--- src/rtl/bus_sched_pkg.sv ---
// Shared types and helpers for the weighted round-robin bus scheduler.
// Destination field is the top byte of each packet.
package bus_sched_pkg;

    typedef enum logic [1:0] {
        ST_IDLE,
        ST_POP,
        ST_ROUTE
    } state_t;

    localparam logic [7:0] BROADCAST_ID = 8'hFF;

    // Widest packet the destination helper accepts; callers zero-extend.
    localparam int unsigned PKT_MAX_W = 64;

    function automatic logic [7:0] extract_dest(input logic [PKT_MAX_W-1:0] pkt,
                                                input int unsigned         pkt_w);
        return pkt[pkt_w-1 -: 8];
    endfunction

endpackage

--- src/rtl/bus_wrr_sched_rr_pick.sv ---
// Rotating-priority encoder: picks the first set request searching upward
// from last+1 with wrap-around.
module rr_pick #(
    parameter  int N = 4,
    localparam int W = $clog2(N)
) (
    input  logic [N-1:0] req,
    input  logic [W-1:0] last,
    output logic [W-1:0] grant,
    output logic         valid
);

    logic [W-1:0] idx;

    always_comb begin
        grant = '0;
        valid = 1'b0;
        idx   = '0;
        for (int unsigned i = 1; i <= N; i++) begin
            idx = W'((32'(last) + i) % N);
            if (!valid && req[idx]) begin
                grant = idx;
                valid = 1'b1;
            end
        end
    end

endmodule

--- src/rtl/bus_wrr_sched.sv ---
// Weighted round-robin scheduler moving packets from driver FIFOs to
// receiver FIFOs over one shared bus (unicast, broadcast, drop on bad dest).
module bus_wrr_sched
    import bus_sched_pkg::*;
#(
    parameter int         drvrs     = 4,
    parameter int         pckg_sz   = 16,
    parameter logic [7:0] broadcast = BROADCAST_ID,
    parameter int         wgt_w     = 4
) (
    input  logic                             clk,
    input  logic                             reset,
    input  logic [drvrs-1:0]                 pndng,
    input  logic [drvrs-1:0][pckg_sz-1:0]    D_pop,
    input  logic [drvrs-1:0]                 full,
    input  logic [drvrs-1:0][wgt_w-1:0]      weight,
    output logic [drvrs-1:0]                 pop,
    output logic [drvrs-1:0]                 push,
    output logic [pckg_sz-1:0]               D_push,
    output logic [$clog2(drvrs)-1:0]         grant_id,
    output logic                             busy,
    output logic [7:0]                       drop_cnt
);

    localparam int GW = $clog2(drvrs);

    state_t            state, state_n;
    logic [GW-1:0]     last_grant;
    logic [GW-1:0]     pick;
    logic              pick_vld;
    logic [wgt_w-1:0]  quota;
    logic [7:0]        dest;
    logic [GW-1:0]     dest_idx;
    logic              dest_bcast;
    logic              dest_uni;
    logic              route_done;
    logic              drop;
    logic [drvrs-1:0]  src_mask;

    rr_pick #(.N(drvrs)) u_pick (
        .req   (pndng),
        .last  (last_grant),
        .grant (pick),
        .valid (pick_vld)
    );

    // Destination is taken from the captured packet, so it is stable while blocked.
    assign dest       = extract_dest(PKT_MAX_W'(D_push), pckg_sz);
    assign dest_idx   = dest[GW-1:0];
    assign dest_bcast = (dest == broadcast);
    assign dest_uni   = !dest_bcast && (32'(dest) < drvrs);
    assign busy       = (state != ST_IDLE);

    always_comb begin
        state_n    = state;
        pop        = '0;
        push       = '0;
        route_done = 1'b0;
        drop       = 1'b0;
        src_mask   = '0;
        src_mask[grant_id] = 1'b1;

        case (state)
            ST_IDLE: begin
                if (pick_vld) state_n = ST_POP;
            end
            ST_POP: begin
                pop[grant_id] = 1'b1;
                state_n       = ST_ROUTE;
            end
            ST_ROUTE: begin
                if (dest_bcast) begin
                    if ((full & ~src_mask) == '0) begin
                        push       = ~src_mask;
                        route_done = 1'b1;
                    end
                end else if (dest_uni) begin
                    if (!full[dest_idx]) begin
                        push[dest_idx] = 1'b1;
                        route_done     = 1'b1;
                    end
                end else begin
                    drop       = 1'b1;
                    route_done = 1'b1;
                end
                if (route_done)
                    state_n = (quota != '0 && pndng[grant_id]) ? ST_POP : ST_IDLE;
            end
            default: state_n = ST_IDLE;
        endcase
    end

    always_ff @(posedge clk) begin
        if (reset) begin
            state      <= ST_IDLE;
            grant_id   <= '0;
            last_grant <= GW'(drvrs - 1);
            quota      <= '0;
            D_push     <= '0;
            drop_cnt   <= '0;
        end else begin
            state <= state_n;
            // Weight is sampled only when a new grant is issued; zero means one.
            if (state == ST_IDLE && pick_vld) begin
                grant_id <= pick;
                quota    <= (weight[pick] == '0) ? wgt_w'(1) : weight[pick];
            end
            if (state == ST_POP) begin
                D_push <= D_pop[grant_id];
                quota  <= quota - wgt_w'(1);
            end
            if (route_done && state_n == ST_IDLE)
                last_grant <= grant_id;
            if (drop && drop_cnt != 8'hFF)
                drop_cnt <= drop_cnt + 8'd1;
        end
    end

endmodule

--- config.mk ---
export PLATFORM = sky130hd
export DESIGN_NAME = bus_wrr_sched
export DESIGN_NICKNAME = d
export VERILOG_FILES = /design/src/rtl/bus_sched_pkg.sv /design/src/rtl/bus_wrr_sched_rr_pick.sv /design/src/rtl/bus_wrr_sched.sv
export SDC_FILE = /design/constraint.sdc
export NUM_CORES = 1
export LEC_CHECK = 0
export CAP_MARGIN = 20
export CORE_MARGIN = 4
export CORE_UTILIZATION = 39
export CTS_BUF_LIST = sky130_fd_sc_hd__clkbuf_16
export DETAILED_ROUTE_END_ITERATION = 12
export PLACE_DENSITY = 0.81
export SKIP_LAST_GASP = 1
export SLEW_MARGIN = 40
export SYNTH_ARGS = -nofsm -noshare
export SYNTH_HDL_FRONTEND = slang
export SYNTH_SLANG_ARGS = --single-unit
--- constraint.sdc ---
create_clock -name clk -period 3.2 [get_ports clk]
set_input_delay 0.96 -clock clk [delete_from_list [all_inputs] [get_ports clk]]
set_output_delay 0.96 -clock clk [all_outputs]
set_load 0.01 [all_outputs]
# Word level (Yosys, flattened, before mapping)
# Cells that the tools add are included.
# word_totals
reg_bits	34
elab_cells	99
ram_bits	0
rom_bits	0
in_bits	90
output_inout_bits	35
latch_bits	0
memories	0
# classes
add_sub_neg	6
eq_ne	4
n_lt_le_gt_ge	10
n_mux	50
bitwise_logic	2
n_shift	0
div_mod_pow	0
multipliers	0
n_reduce_logical	21
# op_table
operator	count
2-to-1 mux 4 bit	10
binary-select mux 16 bit (select 2 bit)	1
2-to-1 mux 1 bit	22
< comparator 2 x 3 -> 1 bit, second input constant	7
2-to-1 mux 16 bit	1
binary-select mux 1 bit (select 2 bit)	6
2-to-1 mux 2 bit	6
logical AND 1 bit	10
adder 8 x 1 -> 8 bit, second input constant	1
binary-select mux 4 bit (select 2 bit)	1
equality test 8 bit, second input constant	1
logical NOT 4 bit	2
< comparator 8 x 3 -> 1 bit, second input constant	1
inequality test 8 bit, second input constant	1
case mux 2 bit (3 select lines)	1
adder 2 x 1 -> 2 bit, second input constant	2
adder 2 bit, second input constant	2
bitwise AND 4 bit	1
demux 1 bit (select 2 bit)	2
greater-or-equal comparator 2 x 1 -> 1 bit, second input constant	2
logical NOT 1 bit	4
logical NOT 2 bit	2
inverter 4 bit	1
nonzero test 2 bit	2
other kinds (4)	4

# Depth between registers and ports, before layout
# depth
ltp_word	19
mapped_depth	7
mapped_depth_nobuf	7

# By module
# Synthesis repeated with hierarchy kept, for this count alone.
# unflattened
hier_cells	253
hier_area_um2	2284.7
# by_module_without_submodules
mod	cells_each	seq_area_each_um2	area_each_um2	instances
bus_wrr_sched	239	680.7	2193.4	1
rr_pick	14	0.0	91.3	1

# Least setup slack after synthesis
# No wires, ideal clock.
# synth_timing
path_kind	input-to-output
from	in full[3]
to	out push[0]
n_path_buf	0
stages	5
slack_ns	0.158
required_time_ns	2.240
arrival_time_ns	2.082
cell_sequence	or4_1 -> o21ai_0 -> and2_1 -> o21ai_0 -> a21oi_1
# synth_via
elab_chain_cells	6
elab_cells_between_ends	9
classes_between	7 x mux; 1 x bitwise; 1 x reduce/logical
# synth_rtl
item	line	text
start, declared	bus_wrr_sched.sv:15	input logic [drvrs-1:0] full,
binary-select mux 1 bit (select 2 bit)	bus_wrr_sched.sv:78	if (!full[dest_idx]) begin
2-to-1 mux 1 bit (not written as such)	bus_wrr_sched.sv:78	
2-to-1 mux 4 bit	bus_wrr_sched.sv:78	
2-to-1 mux 4 bit	bus_wrr_sched.sv:77	end else if (dest_uni) begin
2-to-1 mux 4 bit *	bus_wrr_sched.sv:72	if (dest_bcast) begin
2-to-1 mux 4 bit *	bus_wrr_sched.sv:63	case (state)
end, declared	bus_wrr_sched.sv:18	output logic [drvrs-1:0] push,
# Mark *: on every way between the ends. The rest lies on a longest branch, timed or not. The select of a mux whose other input is x is not followed.

# Worst setup path in the final report
# layout_timing
from	in full[1]
to	out push[2]
# The elaborated chain is that of the path after synthesis.

==> flow_summary_export.csv <==
group,metric,value,unit
cts,cts_tree,"yes",
sta,layout_setup_ws,-59.96,ps
route,drtPass1Iterations,6,
setup_path,cp-start-kind,"primary input",
sta,fmax,0.3068,GHz
route,vias_per_cell,5.410,
logic_synthesis,synth_most_common_cell,"nand2_1",
setup_path,critPathMaxStageDelay,190,ps
setup_path,reg2reg_slack,280,ps
floorplanning,die_height,83.97,um
final_layout,synthToLayoutAreaGrowth,76.71,%
final_layout,num_antenna_cells,0,
logic_synthesis,synthTopCellsByCount,"nand2_1, dfxtp_1, nor2_1, a21oi_1, mux4_2",
status,status,"finished with violations",
route,vias,2602,
placed_design,gp_congestion,0.8091,
final_layout,fin_nets,501,
logic_synthesis,avgSynthCellArea,8.691,um2
global_routing,grt_pass1_wl,11960,um
power,p_per_area,419.7,mW/mm2
worst_hold_path,hold_depth,2,
status,violations,"negative setup slack",
worst_hold_path,hold_path.class,"reg -> reg",
setup_path,cp-end-kind,"primary output",
route,wl_per_cell,15.62,um
logic_synthesis,async_flop_share,0,%
global_routing,antenna_found_initial,0,
power,ir_drop,262.0,uV
route,postRouteAntennaNets,0,
logic_synthesis,synth-edff-count,0,
setup_path,crit_path_max_fanout,3,
logic_synthesis,ys.warnings.count,0,
cts,clk_pin_slew_worst_paths,50,ps
setup_path,worstPathArrival,2300,ps
worst_hold_path,hold_end,"D_push[5]",
route,wirelength,7515,um
floorplanning,floorplan.die.width,83.97,um
sta,setup_viol,4,
global_routing,grt_max_degree,36,
worst_hold_path,hold_start,"D_push[5]",
logic_synthesis,yosysTopAreaCellShare,30.24,%
power,p_total,1669,uW
final_layout,post-route-util,71.79,%
logic_synthesis,synth_area,0.002251,mm2
placed_design,io_buffer_count,124,
sta,fin_crit_sh,101.9,%
cts,root_buffer,"clkbuf_16",
setup_path,reg2reg_depth,17,
logic_synthesis,ys.flop_type,"dfxtp_1",
route,drt_first_iter_violations,113,
logic_synthesis,synth.area.top_cells,"dfxtp_1, mux4_2, nand2_1, mux2i_1, a21oi_1",
cts,cts_sinks,34,
sta,slew_viol_final,0,
run,cap_violations,0,
sta,fin_skew,5.020,ps
cts,clock_latency,270,ps
sta,rsz0062_at_grt,"true",
setup_path,rr_endpoint,"last_grant[0]",
logic_synthesis,syn-num-nets,352,
floorplanning,placementRows,27,
setup_path,critical_path.cell_chain,"buf_8 -> buf_6 -> mux2i_1 -> a31oi_2 -> o21ai_2 -> and2_4 -> buf_4 -> nand2_1 -> a21oi_1 -> buf_2",
cts,cts_htree_levels,2,
floorplanning,dieArea,0.007051,mm2
setup_path,worstPathRequired,2240,ps
sta,min_period,3260,ps
sta,tightest_slew,740.3,ps
placed_design,hpwlAfterDp,5632,um
floorplanning,io_pins,125,
setup_path,critPathKind,"in -> out",
logic_synthesis,synth_cells,259,
final_layout,seq_area,680.7,um2
final_layout,drive_above_1_share,20.05,%
setup_path,rr_startpoint,"grant_id[1]",
sta,maxSlewHeadroom,50.24,%
logic_synthesis,synth.distinct_cells,45,
global_routing,grt_overflow_total,0,
logic_synthesis,ys_seq_area_share,30.24,%
global_routing,grt_pass1_vias,2674,
power,leakage,0.001485,uW
floorplanning,coreArea,0.005540,mm2
cts,cts_buffers,5,
cts,cts_max_path_buffers,2,
logic_synthesis,yosysTopAreaCell,"dfxtp_1",
route,drc,0,
final_layout,multiInputGateArea,0.001538,mm2
logic_synthesis,ys_ff_latch,34,
cts,ctsHoldBuffers,0,
sta,hold_slack,450.6,ps
setup_path,crit_slowest_cell,"mux2i_1",
floorplanning,initial_core_util,40.63,%
sta,finalHoldViolations,0,
global_routing,grtUsageTotal,20.53,%
final_layout,fillers,423,
## state kept, by name, indices dropped and copies added (netlist names)
signal and cells:
state 2, quota 4, grant_id 2, D_push 16, drop_cnt 8, last_grant 2
## worst max-delay path: cells and delay by family
kind	cells	cell delay [ps]
buf+inv	4	470
compound gates	3	460
simple gates	2	220
mux	1	190
## cells by family after synthesis
family                     Yosys count  share of synthesized area, %
buffers and inverters               24                         4.336
xor gates and xnor gates             6                         2.335
and+or+nand+nor                    110                         22.90
AOI/OAI and AO/OA                   51                         15.23
DFF                                 34                         30.24
adders and majority gates            3                         1.668
muxes                               31                         23.29
## how the worst max path moves through the flow
stage	startpoint	cells after the start	end	slack, ps
final	full[1]	10	push[2]	-60
after global routing	full[1]	10	push[0]	-170
after CTS	full[0]	8	push[0]	-20
after detailed placement	full[3]	7	push[0]	-830
after global placement	full[3]	7	push[0]	-810
after floorplan	full[3]	5	push[0]	160
## power breakdown
part / internal [uW] / leakage, uW / switching [uW]
Clock: 279 / 0.0000663 / 162
Combinational: 396 / 0.00114 / 316
Sequential: 474 / 0.000278 / 42.5
## placed cells by master (no fill, tap or decap), drive strengths merged, types with 2 or more instances in the layout
| master | netlist | final |
|---|---|---|
| mux4 | 17 | 17 |
| nand4 | 6 | 6 |
| a211oi | 3 | 3 |
| xor2 | 5 | 5 |
| nor3 | 7 | 7 |
| nand2b | 6 | 6 |
| clkbuf | 11 | 5 |
| or4 | 2 | 2 |
| dfxtp | 34 | 34 |
| nor2b | 3 | 3 |
| buf | 7 | 43 |
| clkdlybuf4s50 | 0 | 117 |
| a221oi | 2 | 2 |
| nor3b | 2 | 2 |
| inv | 6 | 6 |
| a21oi | 24 | 24 |
| mux2i | 13 | 13 |
| nor4 | 2 | 2 |
| nand2 | 40 | 40 |
| nor2 | 28 | 28 |
| and3 | 6 | 6 |
| nand3 | 4 | 4 |
| ha | 3 | 3 |
| clkinv | 0 | 3 |
| o21ai | 10 | 10 |
| or2 | 3 | 3 |
## per-layer routing
layer	wire (um)	global-route usage, %	share of wire, %	vias to the layer above
met5	0	0	0	-
met4	293	10.38	3.9	0
met3	715	7.009	9.5	27
met2	3775	36.51	50	132
met1	2731	21.29	36	1200
li1	-	-	-	1243
## final cells by class
type | count | share of cell area, %
Sequential cell | 34 | 17.11
Inverter | 6 | 0.5662
Timing Repair Buffer | 160 | 37.97
Multi-Input combinational cell | 201 | 38.66
Clock buffer | 5 | 3.146
Tap cell | 72 | 2.265
Clock inverter | 3 | 0.2831
## through the flow
stage	setup slack, ps	area (um2)	cells	TNS [ps]
after floorplan	157.9	2251	259	0
after detailed placement	-828.6	3679	459	-3131
after CTS	-21.80	3906	479	-40.21
after global routing	-165.5	3978	481	-677.4
final	-59.96	3978	481	-156.7
after global placement	-814.6	3679	459	-3026
## what timing repair did
action	CTS	global route
setup endpoints to repair	4	8
pin swaps	4	5
setup buffers	12	2
resized for setup	39	11
(Power assumes the default switching activity.)
==> variant: new RTL, same flow settings <==
Set the parameter `pckg_sz` to 17 (it was 16).
--- a/src/rtl/bus_wrr_sched.sv
+++ b/src/rtl/bus_wrr_sched.sv
@@ -6,3 +6,3 @@
     parameter int         drvrs     = 4,
-    parameter int         pckg_sz   = 16,
+    parameter int         pckg_sz   = 17,
     parameter logic [7:0] broadcast = BROADCAST_ID,
Interface: changed (resized D_pop and D_push); port bits go from 125 to 130. No check against the original RTL was run, so the function may have changed too.
==> variant against the unedited design <==
- core utilization decreased by 1.4 points
- non-clock buffer count decreased by 12
- global-route usage decreased by 0.29 points
- setup slack improved by 0.067 ns
- maximum frequency increased by 2.1%
- synthesized cell count increased by 2.7%
- area after synthesis increased by 3.3%
- critical endpoint is now push[0]
- worst hold slack improved by 0.0061 ns
- final area decreased by 0.13%
- sequential cell count increased by 1
- routed wire length decreased by 1.1%
- count of clock-buffer cells in the layout unchanged
- power increased by 10%
- die area increased by 3.0%
==> variant: results (changes against the unedited design) <==
- Status: complete, no violations (was finished with violations)
- Seq pwr share: 0.293 (was 0.309)
- Post-layout util: 0.704 (was 0.718)
- Met3 wire len: 526 µm (was 715 µm)
- DR pass1 iterations: 4 (was 6)
- Drt initial violations: 144 (was 113)
- Multiplexer share of the synthesized area: 0.235 (was 0.233)
- Syn_nets: 363 (was 352)
- Maximum VDD drop: 0.000300 V (was 0.000262 V)
- DRT met1 WL: 2.94 mm (was 2.73 mm)
- Synth Area in Adders: 0.0161 (was 0.0167)
- R2r setup slk: 0.93 ns (was 0.28 ns)
- Worst Reg-to-Reg Cells: 6 (was 17)
- Worst setup path start: full[3] (was full[1])
- Slew @ Worst Pin: 0.513 ns (was 0.740 ns)
- Fill count: 448 (was 423)
- Layout cell share with drive strength beyond 1: 0.173 (was 0.200)
- Worst Skew: 0.00226 ns (was 0.00502 ns)
- Netlist cell types: 47 (was 45)
- Max FO, Critical Path: 4 (was 3)
- Placed wire-length estimate: 5.94 mm (was 5.63 mm)
- Vias: 2,540 (was 2,602)
- Largest net degree at the start of global routing: 22 (was 36)
- Final worst path period need: 3.19 ns (was 3.26 ns)
- Seq/Total Area, Yosys: 0.301 (was 0.302)
- Vias in the first global route: 2,568 (was 2,674)
- Compound-Gate Fraction of Synth Area: 0.155 (was 0.152)
- First-pass GRT wire length: 12.0 mm (about the same)
- Buffers on Ports: 129 (was 124)
- Final GP Congestion: 0.811 (was 0.809)
- Int Power: 1.32 mW (was 1.15 mW)
- Placed instance area: 3770 µm² (was 3680 µm²)
-- variant: cell types whose count changed after synthesis, moves of 3 or more --
cell	change
and3_1	-4
xor2_1	-4
clkbuf_1	-4
nand4_1	-3
nand3_1	+3
a21oi_1	+3
xnor2_1	+3
-- variant: how the worst min path moves through the flow --
stage | from | to | slack, ns
finish | D_push[0]$_SDFFE_PP0P_ | D_push[0]$_SDFFE_PP0P_ | 0.46
global route | D_push[5]$_SDFFE_PP0P_ | D_push[5]$_SDFFE_PP0P_ | 0.48
CTS | D_push[0]$_SDFFE_PP0P_ | D_push[0]$_SDFFE_PP0P_ | 0.46
detailed placement | D_push[1]$_SDFFE_PP0P_ | D_push[1]$_SDFFE_PP0P_ | 0.45
global placement | D_push[7]$_SDFFE_PP0P_ | D_push[7]$_SDFFE_PP0P_ | 0.44
floorplan | state[0]$_SDFF_PP0_ | state[0]$_SDFF_PP0_ | 0.47
-- variant: worst max-delay path, stage by stage --
cell	delay, ns
buf_8	0.10
or4_4	0.54
o21ai_4	0.09
and2_4	0.19
o21ai_2	0.06
a21oi_2	0.14
buf_2	0.15
-- variant: repair_timing --
item	CTS	global route
buffers inserted	0	0
setup endpoints to repair	4	3
pin swaps	4	3
resized for setup	36	6
-- variant: final cells by class --
| cell class | count | area share |
|---|---|---|
| inverters | 7 | 0.00661 |
| repair buffers | 148 | 0.356 |
| multi-input cells | 207 | 0.390 |
| well taps | 72 | 0.0227 |
| clock inverters | 3 | 0.0170 |
| clock buffers | 5 | 0.0315 |
| flip-flops and latches | 35 | 0.176 |
-- variant: per-layer routing --
| metal | vias to the layer above | global-route usage |
|---|---|---|
| met5 | - | 0 |
| met4 | 0 | 0.0432 |
| met3 | 10 | 0.0583 |
| met2 | 89 | 0.367 |
| met1 | 1200 | 0.236 |
| li1 | 1241 | - |
